$ cat src/rtl/gshare_predictor.sv
// gshare branch predictor: PHT of saturating counters indexed by PC xor global
// history, speculative GHR with ROB repair, and a circular return address stack.
module gshare_predictor #(
    parameter int PHT_IDX_W = 8,
    parameter int CTR_W     = 2,
    parameter int GHR_W     = 8,
    parameter int RAS_DEPTH = 4
) (
    input  logic             clk,
    input  logic             rst,
    input  logic             pred_valid_from_fch,
    input  logic [31:0]      pc_from_fch,
    input  logic [31:0]      inst_from_fch,
    output logic             pred_jump_to_fch,
    output logic [31:0]      pred_target_to_fch,
    output logic [GHR_W-1:0] ghr_snapshot_to_fch,
    input  logic             upd_valid_from_rob,
    input  logic [31:0]      upd_pc_from_rob,
    input  logic             upd_taken_from_rob,
    input  logic [GHR_W-1:0] upd_ghr_from_rob,
    input  logic             upd_mispredict_from_rob
);
    localparam int PHT_SIZE = 1 << PHT_IDX_W;
    localparam int PTR_W    = $clog2(RAS_DEPTH);
    localparam int CNT_W    = PTR_W + 1;

    localparam logic [6:0]       OP_JAL   = 7'b1101111;
    localparam logic [6:0]       OP_JALR  = 7'b1100111;
    localparam logic [6:0]       OP_BR    = 7'b1100011;
    localparam logic [CTR_W-1:0] CTR_MAX  = {CTR_W{1'b1}};
    localparam logic [CTR_W-1:0] CTR_INIT = {1'b0, {(CTR_W-1){1'b1}}};
    localparam logic [CNT_W-1:0] RAS_FULL = CNT_W'(RAS_DEPTH);

    function automatic logic is_link(input logic [4:0] r);
        return (r == 5'd1) || (r == 5'd5);
    endfunction

    function automatic logic [CTR_W-1:0] ctr_next(input logic [CTR_W-1:0] c, input logic taken);
        logic [CTR_W-1:0] n;
        if (taken) begin
            n = (c == CTR_MAX) ? c : c + CTR_W'(1);
        end else begin
            n = (c == {CTR_W{1'b0}}) ? c : c - CTR_W'(1);
        end
        return n;
    endfunction

    logic [CTR_W-1:0]     pht_r [PHT_SIZE];
    logic [GHR_W-1:0]     ghr_r;
    logic [31:0]          ras_r [RAS_DEPTH];
    logic [PTR_W-1:0]     ras_ptr_r;
    logic [CNT_W-1:0]     ras_cnt_r;

    logic [PHT_IDX_W-1:0] rd_idx_s;
    logic [PHT_IDX_W-1:0] wr_idx_s;
    logic [CTR_W-1:0]     ctr_rd_s;
    logic [6:0]           opcode_s;
    logic [4:0]           rd_s;
    logic [4:0]           rs1_s;
    logic [31:0]          b_imm_s;
    logic [31:0]          j_imm_s;
    logic [31:0]          pc_plus4_s;
    logic [31:0]          ras_top_s;
    logic                 ras_nonempty_s;
    logic [PTR_W-1:0]     ras_ptr_inc_s;
    logic                 recover_s;
    logic                 jump_s;
    logic [31:0]          target_s;
    logic                 ghr_shift_s;
    logic                 ras_push_s;
    logic                 ras_pop_s;
    logic                 ras_repl_s;
    logic                 unused_bits_s;

    assign rd_idx_s       = pc_from_fch[PHT_IDX_W+1:2] ^ PHT_IDX_W'(ghr_r);
    assign wr_idx_s       = upd_pc_from_rob[PHT_IDX_W+1:2] ^ PHT_IDX_W'(upd_ghr_from_rob);
    assign ctr_rd_s       = pht_r[rd_idx_s];
    assign opcode_s       = inst_from_fch[6:0];
    assign rd_s           = inst_from_fch[11:7];
    assign rs1_s          = inst_from_fch[19:15];
    assign b_imm_s        = {{19{inst_from_fch[31]}}, inst_from_fch[31], inst_from_fch[7],
                             inst_from_fch[30:25], inst_from_fch[11:8], 1'b0};
    assign j_imm_s        = {{11{inst_from_fch[31]}}, inst_from_fch[31], inst_from_fch[19:12],
                             inst_from_fch[20], inst_from_fch[30:21], 1'b0};
    assign pc_plus4_s     = pc_from_fch + 32'd4;
    assign ras_top_s      = ras_r[ras_ptr_r];
    assign ras_nonempty_s = (ras_cnt_r != {CNT_W{1'b0}});
    assign ras_ptr_inc_s  = ras_ptr_r + PTR_W'(1);
    // A committed mispredict makes the same-cycle request wrong-path.
    assign recover_s      = upd_valid_from_rob & upd_mispredict_from_rob;
    assign unused_bits_s  = ^{upd_pc_from_rob[31:PHT_IDX_W+2], upd_pc_from_rob[1:0],
                              upd_ghr_from_rob[GHR_W-1]};

    assign pred_jump_to_fch    = jump_s;
    assign pred_target_to_fch  = target_s;
    assign ghr_snapshot_to_fch = ghr_r;

    // Decode the request and form the prediction plus requested GHR/RAS actions.
    always_comb begin
        jump_s      = 1'b0;
        target_s    = pc_plus4_s;
        ghr_shift_s = 1'b0;
        ras_push_s  = 1'b0;
        ras_pop_s   = 1'b0;
        ras_repl_s  = 1'b0;
        if (pred_valid_from_fch) begin
            case (opcode_s)
                OP_BR: begin
                    jump_s      = ctr_rd_s[CTR_W-1];
                    target_s    = pc_from_fch + b_imm_s;
                    ghr_shift_s = 1'b1;
                end
                OP_JAL: begin
                    jump_s     = 1'b1;
                    target_s   = pc_from_fch + j_imm_s;
                    ras_push_s = is_link(rd_s);
                end
                OP_JALR: begin
                    if (is_link(rs1_s) && !is_link(rd_s)) begin
                        if (ras_nonempty_s) begin
                            jump_s    = 1'b1;
                            target_s  = ras_top_s;
                            ras_pop_s = 1'b1;
                        end else begin
                            jump_s = 1'b0;
                        end
                    end else if (is_link(rd_s) && !is_link(rs1_s)) begin
                        ras_push_s = 1'b1;
                    end else if (is_link(rd_s) && is_link(rs1_s)) begin
                        // Coroutine swap: return through the top, then replace it.
                        if (ras_nonempty_s) begin
                            jump_s   = 1'b1;
                            target_s = ras_top_s;
                        end else begin
                            jump_s = 1'b0;
                        end
                        ras_repl_s = 1'b1;
                    end else begin
                        jump_s = 1'b0;
                    end
                end
                default: begin
                    jump_s = 1'b0;
                end
            endcase
        end else begin
            jump_s = 1'b0;
        end
    end

    // PHT counter update on every committed conditional branch.
    always_ff @(posedge clk or posedge rst) begin
        if (rst) begin
            for (int i = 0; i < PHT_SIZE; i++) begin
                pht_r[i] <= CTR_INIT;
            end
        end else if (upd_valid_from_rob) begin
            pht_r[wr_idx_s] <= ctr_next(pht_r[wr_idx_s], upd_taken_from_rob);
        end
    end

    // Global history: ROB repair has priority over speculative shift.
    always_ff @(posedge clk or posedge rst) begin
        if (rst) begin
            ghr_r <= {GHR_W{1'b0}};
        end else if (recover_s) begin
            ghr_r <= {upd_ghr_from_rob[GHR_W-2:0], upd_taken_from_rob};
        end else if (ghr_shift_s) begin
            ghr_r <= {ghr_r[GHR_W-2:0], jump_s};
        end
    end

    // Return address stack; a full push overwrites the oldest entry.
    always_ff @(posedge clk or posedge rst) begin
        if (rst) begin
            for (int i = 0; i < RAS_DEPTH; i++) begin
                ras_r[i] <= 32'd0;
            end
            ras_ptr_r <= {PTR_W{1'b0}};
            ras_cnt_r <= {CNT_W{1'b0}};
        end else if (!recover_s) begin
            if (ras_push_s) begin
                ras_r[ras_ptr_inc_s] <= pc_plus4_s;
                ras_ptr_r            <= ras_ptr_inc_s;
                if (ras_cnt_r != RAS_FULL) begin
                    ras_cnt_r <= ras_cnt_r + CNT_W'(1);
                end
            end else if (ras_pop_s) begin
                ras_ptr_r <= ras_ptr_r - PTR_W'(1);
                ras_cnt_r <= ras_cnt_r - CNT_W'(1);
            end else if (ras_repl_s) begin
                ras_r[ras_ptr_r] <= pc_plus4_s;
                if (!ras_nonempty_s) begin
                    ras_cnt_r <= CNT_W'(1);
                end
            end
        end
    end
endmodule

$ cat config.mk
export PLATFORM = sky130hd
export DESIGN_NAME = gshare_predictor
export DESIGN_NICKNAME = d
export VERILOG_FILES = /design/src/rtl/gshare_predictor.sv
export SDC_FILE = /design/constraint.sdc
export NUM_CORES = 2
export LEC_CHECK = 0
export BUFFER_PORTS_ARGS = -buffer_cell sky130_fd_sc_hd__clkbuf_2
export CAP_MARGIN = 30
export CORE_ASPECT_RATIO = 1.25
export CORE_UTILIZATION = 55
export CTS_CLUSTER_DIAMETER = 150
export DETAILED_ROUTE_END_ITERATION = 6
export GPL_TIMING_DRIVEN = 0
export PLACE_DENSITY = 0.82
export SLEW_MARGIN = 10
export SYNTH_ARGS = -nofsm -noshare
export SYNTH_HDL_FRONTEND = slang
export SYNTH_SLANG_ARGS = --single-unit
$ cat constraint.sdc
create_clock -name clk -period 23.9 [get_ports clk]
set_input_delay 3.585 -clock clk [delete_from_list [all_inputs] [get_ports clk]]
set_output_delay 3.585 -clock clk [all_outputs]
set_load 0.005 [all_outputs]
After elaboration in Yosys (flattened, before gate mapping)

Cells that the tools add are included.

Flip-flop bits (word level): 653
Input port bits: 110
Output and inout bits: 41
Logic and storage cells: 378

$add $sub $neg: 9
Order comparisons: 7
Equality and inequality tests: 12
Muxes and demuxes: 60
Bitwise logic cells: 8
Reductions and logical operators: 19

Operator list:

| cell                                                                          | count |
|---|---|
| 512-bit bitwise mux                                                           | 1 |
| 128-bit 2-to-1 mux                                                            | 3 |
| 32-bit 2-to-1 mux                                                             | 9 |
| 128-bit bitwise mux                                                           | 2 |
| 32-bit demux with 2-bit select                                                | 2 |
| 32-bit case mux with 3 select lines                                           | 1 |
| 32-bit adder                                                                  | 2 |
| 32-bit binary-select mux with 2-bit select                                    | 1 |
| 32-bit by 3-bit adder with 32-bit output (second input constant)              | 1 |
| 2-bit binary-select mux with 8-bit select                                     | 2 |
| 2-bit 2-to-1 mux                                                              | 11 |
| 7-bit == test (second input constant)                                         | 3 |
| 9-bit greater-or-equal comparator (second input constant)                     | 2 |
| 1-bit 2-to-1 mux                                                              | 18 |
| 8-bit inverter with 9-bit output                                              | 2 |
| 2-bit demux with 8-bit select                                                 | 1 |
| 8-bit 2-to-1 mux                                                              | 2 |
| 8-bit bitwise XOR                                                             | 2 |
| 3-bit 2-to-1 mux                                                              | 5 |
| 5-bit by 1-bit == test with 1-bit output (second input constant)              | 2 |
| 5-bit by 3-bit == test with 1-bit output (second input constant)              | 2 |
| 9-bit by 1-bit less-than comparator with 1-bit output (second input constant) | 1 |
| 3-bit greater-or-equal comparator (second input constant)                     | 2 |
| 1-bit logical AND                                                             | 6 |
| 23 further kinds                                                              | 32 |

Logic depth before layout (Yosys ltp)

Depth in word-level cells: 11
Depth in mapped cells: 18
Depth with buffers taken out: 16

Worst setup path before layout

OpenSTA, ideal clock, no wires.

Path kind: input -> output
Start: in inst_from_fch[6]
End: out pred_target_to_fch[30]
Arrival: 7.614 ns
Data required time: 20.315 ns
Path slack: 12.701 ns
Stages on the path: 16
Buffers on the path: 2
Cell sequence: nand2_1 -> nor3_1 -> and3_1 -> clkbuf_1 -> clkbuf_1 -> mux2_2 -> ha_1 -> a21o_1 -> a21o_1 -> a2111oi_0 -> o31ai_1 -> a21oi_1 -> o221ai_1 -> a221oi_1 -> xor2_1 -> o221ai_1

Word-level cells in the longest chain between the ends: 3
Elaborated cells on any way between the ends: 5
Those cells by class: eq/ne (3); mux (2)

Ends and longest elaborated chain:

| element                                 | RTL line | source |
|---|---|---|
| start: declaration                      | 13       | `input logic [31:0] inst_from_fch,` |
| 7-bit == test                           | 107      | `case (opcode_s)` |
| 32-bit case mux with 3 select lines (*) | 107      |  |
| 32-bit 2-to-1 mux (*)                   | 106      | `if (pred_valid_from_fch) begin` |
| end: declaration                        | 15       | `output logic [31:0] pred_target_to_fch,` |

Mark *: on every way between the ends. The rest lies on a longest branch, timed or not.

Final worst setup path

Start: in inst_from_fch[5]
End: out pred_target_to_fch[28]

Same word-level chain as after synthesis.

==> impl_metrics.env <==
export IMPL_status="finished, violations left"
export IMPL_violations="design-rule violations"
export IMPL_cts_made_buffers=60
export IMPL_setup_ws_ns=11.11
export IMPL_synth_ff_type="dfrtp_1"
export IMPL_maxCapViolCount=0
export IMPL_netlist_top_cells_area="dfrtp_1 28%, dfstp_2 19%, mux4_2 15%, mux2_2 8.9%, nand2_1 5.1%"
export IMPL_drive_above_1_share=0.326
export IMPL_postLayoutCoreUtil=0.635
export IMPL_post_drt_wl_per_cell_um=30.2
export IMPL_drc_errors=47
export IMPL_grt_usage=0.407
export IMPL_io_buffers=124
export IMPL_syn_nets=3283
export IMPL_postCtsHoldBufs=0
export IMPL_clk_latency_ns=0.67
export IMPL_dieWidth_um=227
export IMPL_synth_top_cell_by_area="dfrtp_1"
export IMPL_fin_skew_ns=0.0123
export IMPL_dpl_hpwl_mm=89.7
export IMPL_pre_cts_ws_ns=11.35
export IMPL_finalWeightedCongestion=1.04
export IMPL_cts_setup_buffers=0
export IMPL_clk_pin_slew_ns=0.07
export IMPL_fin_crit_sh=0.535
export IMPL_synth_seq_area_share=0.477
export IMPL_synth_warning_count=0
export IMPL_pin_count=151
export IMPL_clk_path_buf_depth=3
export IMPL_setup_viol=0
export IMPL_synth_top_area_frac=0.284
export IMPL_cts_tree="yes"
export IMPL_synth_top_cells_by_count="474 x nand2_1, 425 x nor2_1, 397 x dfrtp_1"
export IMPL_routed_via_count=29800
export IMPL_dpl_cell_area_um2=37200
export IMPL_yosysUniqueCellTypes=62
export IMPL_num_rows=102
export IMPL_wl_mm=129
export IMPL_max_slew_margin_rel=0.196
export IMPL_drv_slew=0
export IMPL_hold_viol_final=0
export IMPL_hold_ws_ns=0.504
export IMPL_drt_iter0_drc=3975
export IMPL_worst_endpoint_required_ns=20.32
export IMPL_min_period_ns=12.79
export IMPL_core_um2=62400
export IMPL_start_kind="input port"
export IMPL_syn_area_per_cell_um2=11.2
export IMPL_synthArstFlopShare=1.00
export IMPL_rsz0062_at_grt="false"
export IMPL_die_area_um2=64600
export IMPL_antenna_found_initial=14
export IMPL_netlist_area_um2=34900
export IMPL_htreeDepth=2
export IMPL_vdd_drop_max_uv=83.2
export IMPL_start_util=0.560
export IMPL_max_freq_mhz=78.2
export IMPL_design_area_um2=39600
export IMPL_p_per_area_nw_per_um2=74.5
export IMPL_worstSetupPathType="in2out"
export IMPL_viasPerCell=6.99
export IMPL_worst_slew_pin_slew_ns=1.20
export IMPL_ant_nets=0
export IMPL_firstDrtPassIters=7
export IMPL_ys_ff_latch=653
export IMPL_clockRootBuffer="clkbuf_16"
export IMPL_p_leak_nw=16.4
export IMPL_grt_pass1_vias=29800
export IMPL_ctsResizeCount=0
export IMPL_clock_sinks=653
export IMPL_grt_max_degree=122
export IMPL_grt_pass1_wl_mm=189
export IMPL_synth_most_common_cell="nand2_1"
export IMPL_synth_edf_count=0
export IMPL_end_kind="primary output"
export IMPL_worstPathArrival_ns=9.21
export IMPL_syn_inst=3131
export IMPL_die_y_um=284
export IMPL_reg2reg_setup_slack_ns=19.19
export IMPL_critPathMaxFanout=10
export IMPL_worstHoldPathType="reg2reg"
export IMPL_nFillCells=4630
export IMPL_layout_nets=3525
export IMPL_grt_ovfl_total=0
export IMPL_synthToLayoutAreaGrowth_pct=13.4
## stage by stage
| stage | power [W] | setup TNS [ns] | instances |
|---|---|---|---|
| 4_1_cts | 0.00290 | 0 | 4240 |
| 6_report | 0.00295 | 0 | 4259 |
| 5_1_grt | 0.00301 | 0 | 4257 |
| 3_3_place_gp | 0.00181 | -1727.81 | 4087 |
| 3_5_place_dp | 0.00184 | 0 | 4127 |
| 2_1_floorplan | 0.00162 | 0 | 3131 |
## flip-flops by register name, indices dropped and copies added (netlist names)
| register | cells |
|---|---|
| ghr_snapshot_to_fch | 8 |
| ras_ptr_r | 2 |
| ras_r | 128 |
| ras_cnt_r | 3 |
| pht_r | 512 |
## critical path: stages
cell and delay (ns):
clkbuf_2 0.08, nand2_1 0.05, nor3_1 0.62, and3_1 0.24, clkbuf_1 0.20, clkbuf_1 0.38, mux2_2 0.42, ha_1 0.24
a21o_1 0.22, a21o_1 0.23, a2111oi_0 0.55, buf_1 0.22, o31ai_1 0.10, buf_2 0.18, a21oi_1 0.49, o221ai_1 0.31
o21ai_0 0.33, nand4b_1 0.15, o311ai_2 0.31, clkbuf_2 0.26
## power breakdown
group          internal [W]  switching, W
Sequential          0.00122     0.0000611
Combinational      0.000219      0.000373
Clock              0.000625      0.000451
Total               0.00207      0.000884
## final cells by class
type	count	area, µm²	share of cell area
multi-input cells	2277	17500	0.442
well taps	832	1040	0.0263
clock buffers	87	1740	0.0438
flip-flops and latches	653	16700	0.421
plain buffers	179	757	0.0191
diodes	3	7.51	0.000190
repair buffers	180	1370	0.0347
inverters	22	90.1	0.00227
clock inverters	26	438	0.0111
## layer usage
metal / vias up / wire, µm / global-route usage
met2: 2538 / 55100 / 0.583
met4: 24 / 13700 / 0.344
met3: 832 / 19000 / 0.193
met1: 14500 / 40700 / 0.454
li1: 11800 / - / -
met5: - / 157 / 0
## layout by cell type (no fill, tap or decap), drive strengths merged, types with 6 or more instances in the layout
cell,n
buf,118
mux2,276
a41oi,21
a21oi,279
nand2,474
inv,22
dfrtp,397
nor3,14
o211ai,10
o221ai,22
a31oi,7
nand4,15
dfstp,256
clkbuf,328
mux2i,19
a211oi,6
a22oi,16
and2,6
a21o,30
and3,16
xor2,44
ha,41
mux4,237
bufinv,11
xnor2,36
nor2,425
nand3,43
o21ai,173
clkinv,11
## cells by family (layout without fill, tap and decap cells)
kind of cell               count (synthesis)  count (layout)  share of synthesized area
and+or+nand+nor                         1018            1018                      0.117
DFF                                      653             653                      0.477
AOI/OAI and AO/OA                        603             603                     0.0994
muxes                                    532             532                      0.247
buffers and inverters                    201             494                     0.0240
xor gates and xnor gates                  80              80                     0.0203
adders and majority gates                 44              44                     0.0159
other                                      0               3                          0
## final timing paths
check | start | to | cells past startpoint
worst max-delay path | inst_from_fch[5] | pred_target_to_fch[28] | 20
worst min-delay path | pht_r[477] | pht_r[477] | 2
worst max register to register | ghr_snapshot_to_fch[1] | ghr_snapshot_to_fch[0] | 12
worst min register to register | pht_r[477] | pht_r[477] | 2
max in group asynchronous | rst | pht_r[21] | 5
min in group asynchronous | rst | ras_r[84] | 2
(Power assumes the default switching activity.)
